File: config.mk
export PLATFORM = sky130hd
export DESIGN_NAME = uart_tx
export DESIGN_NICKNAME = d
export VERILOG_FILES = /design/src/rtl/uart_pkg.sv /design/src/rtl/uart_bit_timer.sv /design/src/rtl/uart_tx.sv
export SDC_FILE = /design/constraint.sdc
export NUM_CORES = 1
export LEC_CHECK = 0
export ABC_AREA = 1
export ABC_CLOCK_PERIOD_IN_PS = 1920
export CAP_MARGIN = 10
export CORE_ASPECT_RATIO = 0.6
export CORE_UTILIZATION = 28
export DETAILED_ROUTE_END_ITERATION = 10
export HOLD_SLACK_MARGIN = 0.06
export PLACE_DENSITY_LB_ADDON = 0.3
export SKIP_CTS_REPAIR_TIMING = 1
export SYNTH_ARGS = -nofsm -noshare
export SYNTH_HDL_FRONTEND = slang
export SYNTH_SLANG_ARGS = --single-unit
File: constraint.sdc
create_clock -name clk -period 1.92 [get_ports clk]
set_input_delay 0.192 -clock clk [delete_from_list [all_inputs] [get_ports clk]]
set_output_delay 0.192 -clock clk [all_outputs]
set_load 0.01 [all_outputs]
File: src/rtl/uart_pkg.sv
// Shared definitions for the 8N1 UART transmitter and its bit timer.
package uart_pkg;

  // Transmitter frame phases.
  typedef enum logic [1:0] {
    IDLE  = 2'd0,
    START = 2'd1,
    DATA  = 2'd2,
    STOP  = 2'd3
  } state_e;

  localparam int   DATA_BITS = 8;
  localparam logic START_LVL = 1'b0;
  // The stop level doubles as the idle line level.
  localparam logic STOP_LVL  = 1'b1;

  // Width of a counter that must reach cpb*sb-1 (the longest phase, STOP).
  function automatic int timer_width(input int cpb, input int sb);
    return $clog2(cpb * sb) + 1;
  endfunction

endpackage

File: src/rtl/uart_bit_timer.sv
// Baud counter: counts clk cycles up to a terminal count and flags its expiry.
module uart_bit_timer #(
  parameter int W = 1
) (
  input  logic         clk,
  input  logic         rst,
  input  logic         load_i,
  input  logic [W-1:0] term_i,
  output logic         bit_done_o
);

  logic [W-1:0] cnt_q;
  logic [W-1:0] cnt_d;

  // Hold at zero while loading, wrap to zero on terminal count, else count up.
  always_comb begin
    cnt_d = cnt_q;
    if (load_i) begin
      cnt_d = '0;
    end else if (cnt_q == term_i) begin
      cnt_d = '0;
    end else begin
      cnt_d = cnt_q + W'(1);
    end
  end

  // Counter register with synchronous reset.
  always_ff @(posedge clk) begin
    if (rst) begin
      cnt_q <= '0;
    end else begin
      cnt_q <= cnt_d;
    end
  end

  assign bit_done_o = (cnt_q == term_i);

endmodule

File: src/rtl/uart_tx.sv
// 8N1 serial transmitter with a one-byte holding register so frames can run
// back-to-back. tx and busy are registered and computed from next state.
import uart_pkg::*;

module uart_tx #(
  parameter int CLKS_PER_BIT = 1,
  parameter int STOP_BITS    = 1
) (
  input  logic       clk,
  input  logic       rst,
  input  logic [7:0] data_in,
  input  logic       data_valid_in,
  output logic       ready,
  output logic       tx,
  output logic       busy
);

  if ((CLKS_PER_BIT < 1) || (STOP_BITS < 1) || (STOP_BITS > 2)) begin : g_bad_param
    $fatal(1, "uart_tx: illegal CLKS_PER_BIT or STOP_BITS");
  end

  localparam int           CW        = timer_width(CLKS_PER_BIT, STOP_BITS);
  localparam logic [CW-1:0] TERM_BIT  = CW'(CLKS_PER_BIT - 1);
  localparam logic [CW-1:0] TERM_STOP = CW'(CLKS_PER_BIT * STOP_BITS - 1);
  localparam logic [2:0]    LAST_BIT  = 3'(DATA_BITS - 1);

  state_e     state_q, state_d;
  logic [7:0] hold_q, hold_d;
  logic       hold_full_q, hold_full_d;
  logic [7:0] shift_q, shift_d;
  logic [2:0] bit_idx_q, bit_idx_d;
  logic       tx_q, tx_d;
  logic       busy_q, busy_d;

  logic          accept_s;
  logic          drain_s;
  logic          load_s;
  logic [CW-1:0] term_s;
  logic          bit_done_s;

  assign accept_s = data_valid_in && !hold_full_q;
  // Keep the timer parked at zero in IDLE so START always gets a full bit.
  assign load_s   = (state_q == IDLE);
  assign term_s   = (state_q == STOP) ? TERM_STOP : TERM_BIT;

  uart_bit_timer #(.W(CW)) u_bit_timer (
    .clk        (clk),
    .rst        (rst),
    .load_i     (load_s),
    .term_i     (term_s),
    .bit_done_o (bit_done_s)
  );

  // Next-state logic: handshake into hold, frame sequencing, hold drain.
  always_comb begin
    state_d     = state_q;
    hold_d      = hold_q;
    hold_full_d = hold_full_q;
    shift_d     = shift_q;
    bit_idx_d   = bit_idx_q;
    drain_s     = 1'b0;

    if (accept_s) begin
      hold_d      = data_in;
      hold_full_d = 1'b1;
    end else begin
      hold_d      = hold_q;
    end

    case (state_q)
      IDLE: begin
        if (hold_full_q) begin
          drain_s = 1'b1;
        end else begin
          state_d = IDLE;
        end
      end
      START: begin
        if (bit_done_s) begin
          state_d   = DATA;
          bit_idx_d = 3'd0;
        end else begin
          state_d   = START;
        end
      end
      DATA: begin
        if (bit_done_s) begin
          if (bit_idx_q == LAST_BIT) begin
            state_d   = STOP;
          end else begin
            bit_idx_d = bit_idx_q + 3'd1;
          end
        end else begin
          state_d = DATA;
        end
      end
      STOP: begin
        if (bit_done_s) begin
          if (hold_full_q) begin
            drain_s = 1'b1;
          end else begin
            state_d = IDLE;
          end
        end else begin
          state_d = STOP;
        end
      end
      default: begin
        state_d = IDLE;
      end
    endcase

    // Drain and accept are mutually exclusive: accept needs hold empty.
    if (drain_s) begin
      state_d     = START;
      shift_d     = hold_q;
      hold_full_d = 1'b0;
      bit_idx_d   = 3'd0;
    end else begin
      shift_d     = shift_d;
    end
  end

  // Line level and busy flag for the cycle after this edge.
  always_comb begin
    case (state_d)
      IDLE:    tx_d = STOP_LVL;
      START:   tx_d = START_LVL;
      DATA:    tx_d = shift_d[bit_idx_d];
      STOP:    tx_d = STOP_LVL;
      default: tx_d = STOP_LVL;
    endcase
    busy_d = (state_d != IDLE) || hold_full_d;
  end

  // State and datapath registers; reset abandons the frame and drops hold.
  always_ff @(posedge clk) begin
    if (rst) begin
      state_q     <= IDLE;
      hold_q      <= 8'h00;
      hold_full_q <= 1'b0;
      shift_q     <= 8'h00;
      bit_idx_q   <= 3'd0;
      tx_q        <= STOP_LVL;
      busy_q      <= 1'b0;
    end else begin
      state_q     <= state_d;
      hold_q      <= hold_d;
      hold_full_q <= hold_full_d;
      shift_q     <= shift_d;
      bit_idx_q   <= bit_idx_d;
      tx_q        <= tx_d;
      busy_q      <= busy_d;
    end
  end

  assign ready = !hold_full_q;
  assign tx    = tx_q;
  assign busy  = busy_q;

endmodule

==> run metrics <==
Detail Placement HPWL=2260 um; ANT cells=0; arrival time worst endpoint=1.97 ns; FP Rows=19; post-DR vias/cell=4.146; Final min period=1.802 ns; I/O Pins=14; CTS H-tree depth=1; post-detailed-route count of antenna-violating nets=0; setup violators final=0; commonest non-fill, non-tap cells in the layout=nand2_1, nor2_1, dfxtp_1; die height=55.94 um; WL/cell=10.89 um; met1 GRT Util=0.1956; post-synth top area share=0.3687; Final Max Tran Viols=0; CP endpoint kind=flop; Worst setup SP type=flop; switch share=0.3539; global route overflow=0; largest net degree at the start of global routing=19; fin crit share=0.9386; Leak=0.8519 nW; DR DRC count=0; Syn Area/Cell=7.108 sq um; post-synth top area cell=dfxtp_1; Sinks on Clock Net=25; WS Path Type=reg2reg; Flop pwr share=0.370; DRT Pass-1 Iters=4; NetSw=584.9 uW; IR drop worst, VDD=0.5567 mV; global-route wire length before repair=5050 um; Nets=246; syn nets=212; busiest layer in global routing=met1; pwr/cell area=877.7 mW/mm^2; post-synth cell types=24; fin util=0.4083; vias in the first global route=1,114; internal power=1.068 mW; Worst Hold Class=reg2reg; Area Growth Syn to Fin=38.71%; Bufs on Longest Clock Path=2; synthesized cell area=0.001358 sq mm; Req. time, crit path=2.09 ns; Die ar.=0.005140 sq mm; Hold Vio Cnt, Final=0; total number of vias=1,190; Synth area leaders=dfxtp_1, nand2_1, ha_1; met3 Usage GRT=0.03279; root buf cell=clkbuf_8; PnR Total Power=1.653 mW; Die X=91.89 um; Iteration-0 DRC Markers=28; initial antenna violation count=0; met2 usage in global routing=0.1674; max incr delay on CP=0.34 ns; Comb pwr share=0.436; crit-path most repeated cell=nand2_1; clk_lat worst skew=0.27 ns; synth warn=0; design area=0.001883 sq mm; crit-path max FO=8; Initial Utilization=0.2944; core footprint=0.004612 sq mm; Port-buffer cells=13; Num CTS Buffers=3; most common cell after layout, fill and taps aside=nand2_1; Global Route Usage Sum=0.1241; CP Cell Sequence=inv_2, ha_4, nor2_8, nand2_8, buf_8, o21ai_4, nand2_1, nand3_1, nand3_1, nand3_2, nand2_1, nand2_1, nand2_1; Yosys reg bits=25; Worst Hold Slack=0.4736 ns; clock-pin slew on the worst setup and hold paths=0.09 ns; CTS tree=done; fmax=554.9 MHz; Clock Power Share=0.194; DP Area=0.001627 sq mm; Post-Route WL=3125 um; max cap viols=0; status=completed; share of cells above drive strength 1=0.2857; slowest stage cell, crit path=dfxtp_2; Post-Synthesis Cells=191; Setup Skew=0.007914 ns; sequential element share of the synthesized area=0.3687; RePlAce Congestion=0.7761
[path summary, 6_finish.rpt]
check                                start          to  slack, ns  cells past startpoint
worst min register to register  shift_q[7]  shift_q[7]       0.47                      2
worst max-delay path            state_q[0]          tx       0.12                     13
worst min-delay path            shift_q[7]  shift_q[7]       0.47                      2
worst max register to register  state_q[0]          tx       0.12                     13
[power by group through the flow]
stage          clock network (mW)  registers [mW]  logic [mW]
2_1_floorplan                   0           0.625       0.359
3_3_place_gp                    0           0.622       0.539
3_5_place_dp                    0           0.619       0.543
4_1_cts                     0.318           0.608       0.547
5_1_grt                     0.344           0.619       0.800
6_report                    0.321           0.612       0.720
[per-layer routing]
metal	wire, um	share of wire
met4	11	0.0035
met3	112	0.036
met1	1881	0.60
met5	0	0
met2	1119	0.36
[cells in the mapped netlist (all sizes together)]
master,number
a31o,1
nand3,18
dfxtp,25
o22ai,1
clkinv,1
ha,10
nor2,30
clkbuf,2
a21oi,8
conb,1
inv,28
o21ai,12
buf,2
nand3b,2
nand4,1
a2111oi,1
nand2,48
[flip-flops by register name, summed over array words and instances (netlist names)]
| signal | count |
|---|---|
| hold_q | 8 |
| bit_idx_q | 3 |
| busy | 1 |
| state_q | 2 |
| hold_full_q | 1 |
| u_bit_timer.cnt_q | 1 |
| shift_q | 8 |
| tx | 1 |
[metrics by stage]
stage / setup slack, ns / instances / TNS, ns
final: 0.1178 / 287 / 0
after global routing: -0.007813 / 287 / -0.007813
after CTS: -0.09254 / 279 / -0.09254
after detailed placement: -0.05682 / 275 / -0.05682
after global placement: 0.008923 / 275 / 0
after floorplan: 0.01295 / 191 / 0
[logic make-up (layout without fill, tap and decap cells)]
kind of cell | count (synthesis) | in the layout | synth area share
DFF | 25 | 25 | 0.3687
other | 1 | 1 | 0.002762
buffers and inverters | 33 | 66 | 0.1060
AOI/OAI and AO/OA | 23 | 23 | 0.09678
and+or+nand+nor | 99 | 99 | 0.3336
adders and majority gates | 10 | 10 | 0.09217
[cell type report]
class,instances,area (sq um)
repair buffers,33,295.3
multi-input cells,133,845.8
inverters,29,113.9
flip-flops and latches,25,504.2
clock buffers,4,45.04
well taps,63,78.83
fillers,483,2729
[critical path, delay by kind of cell (launching register included)]
family / cells / cell delay (ns)
AO/OA/AOI/OAI: 1 / 0.13
flip-flops: 1 / 0.34
adder cells (fa/ha/maj): 1 / 0.27
buffers and inverters: 2 / 0.21
AND/OR/NAND/NOR: 9 / 0.74
No activity file was read; power rests on OpenSTA's default activity.
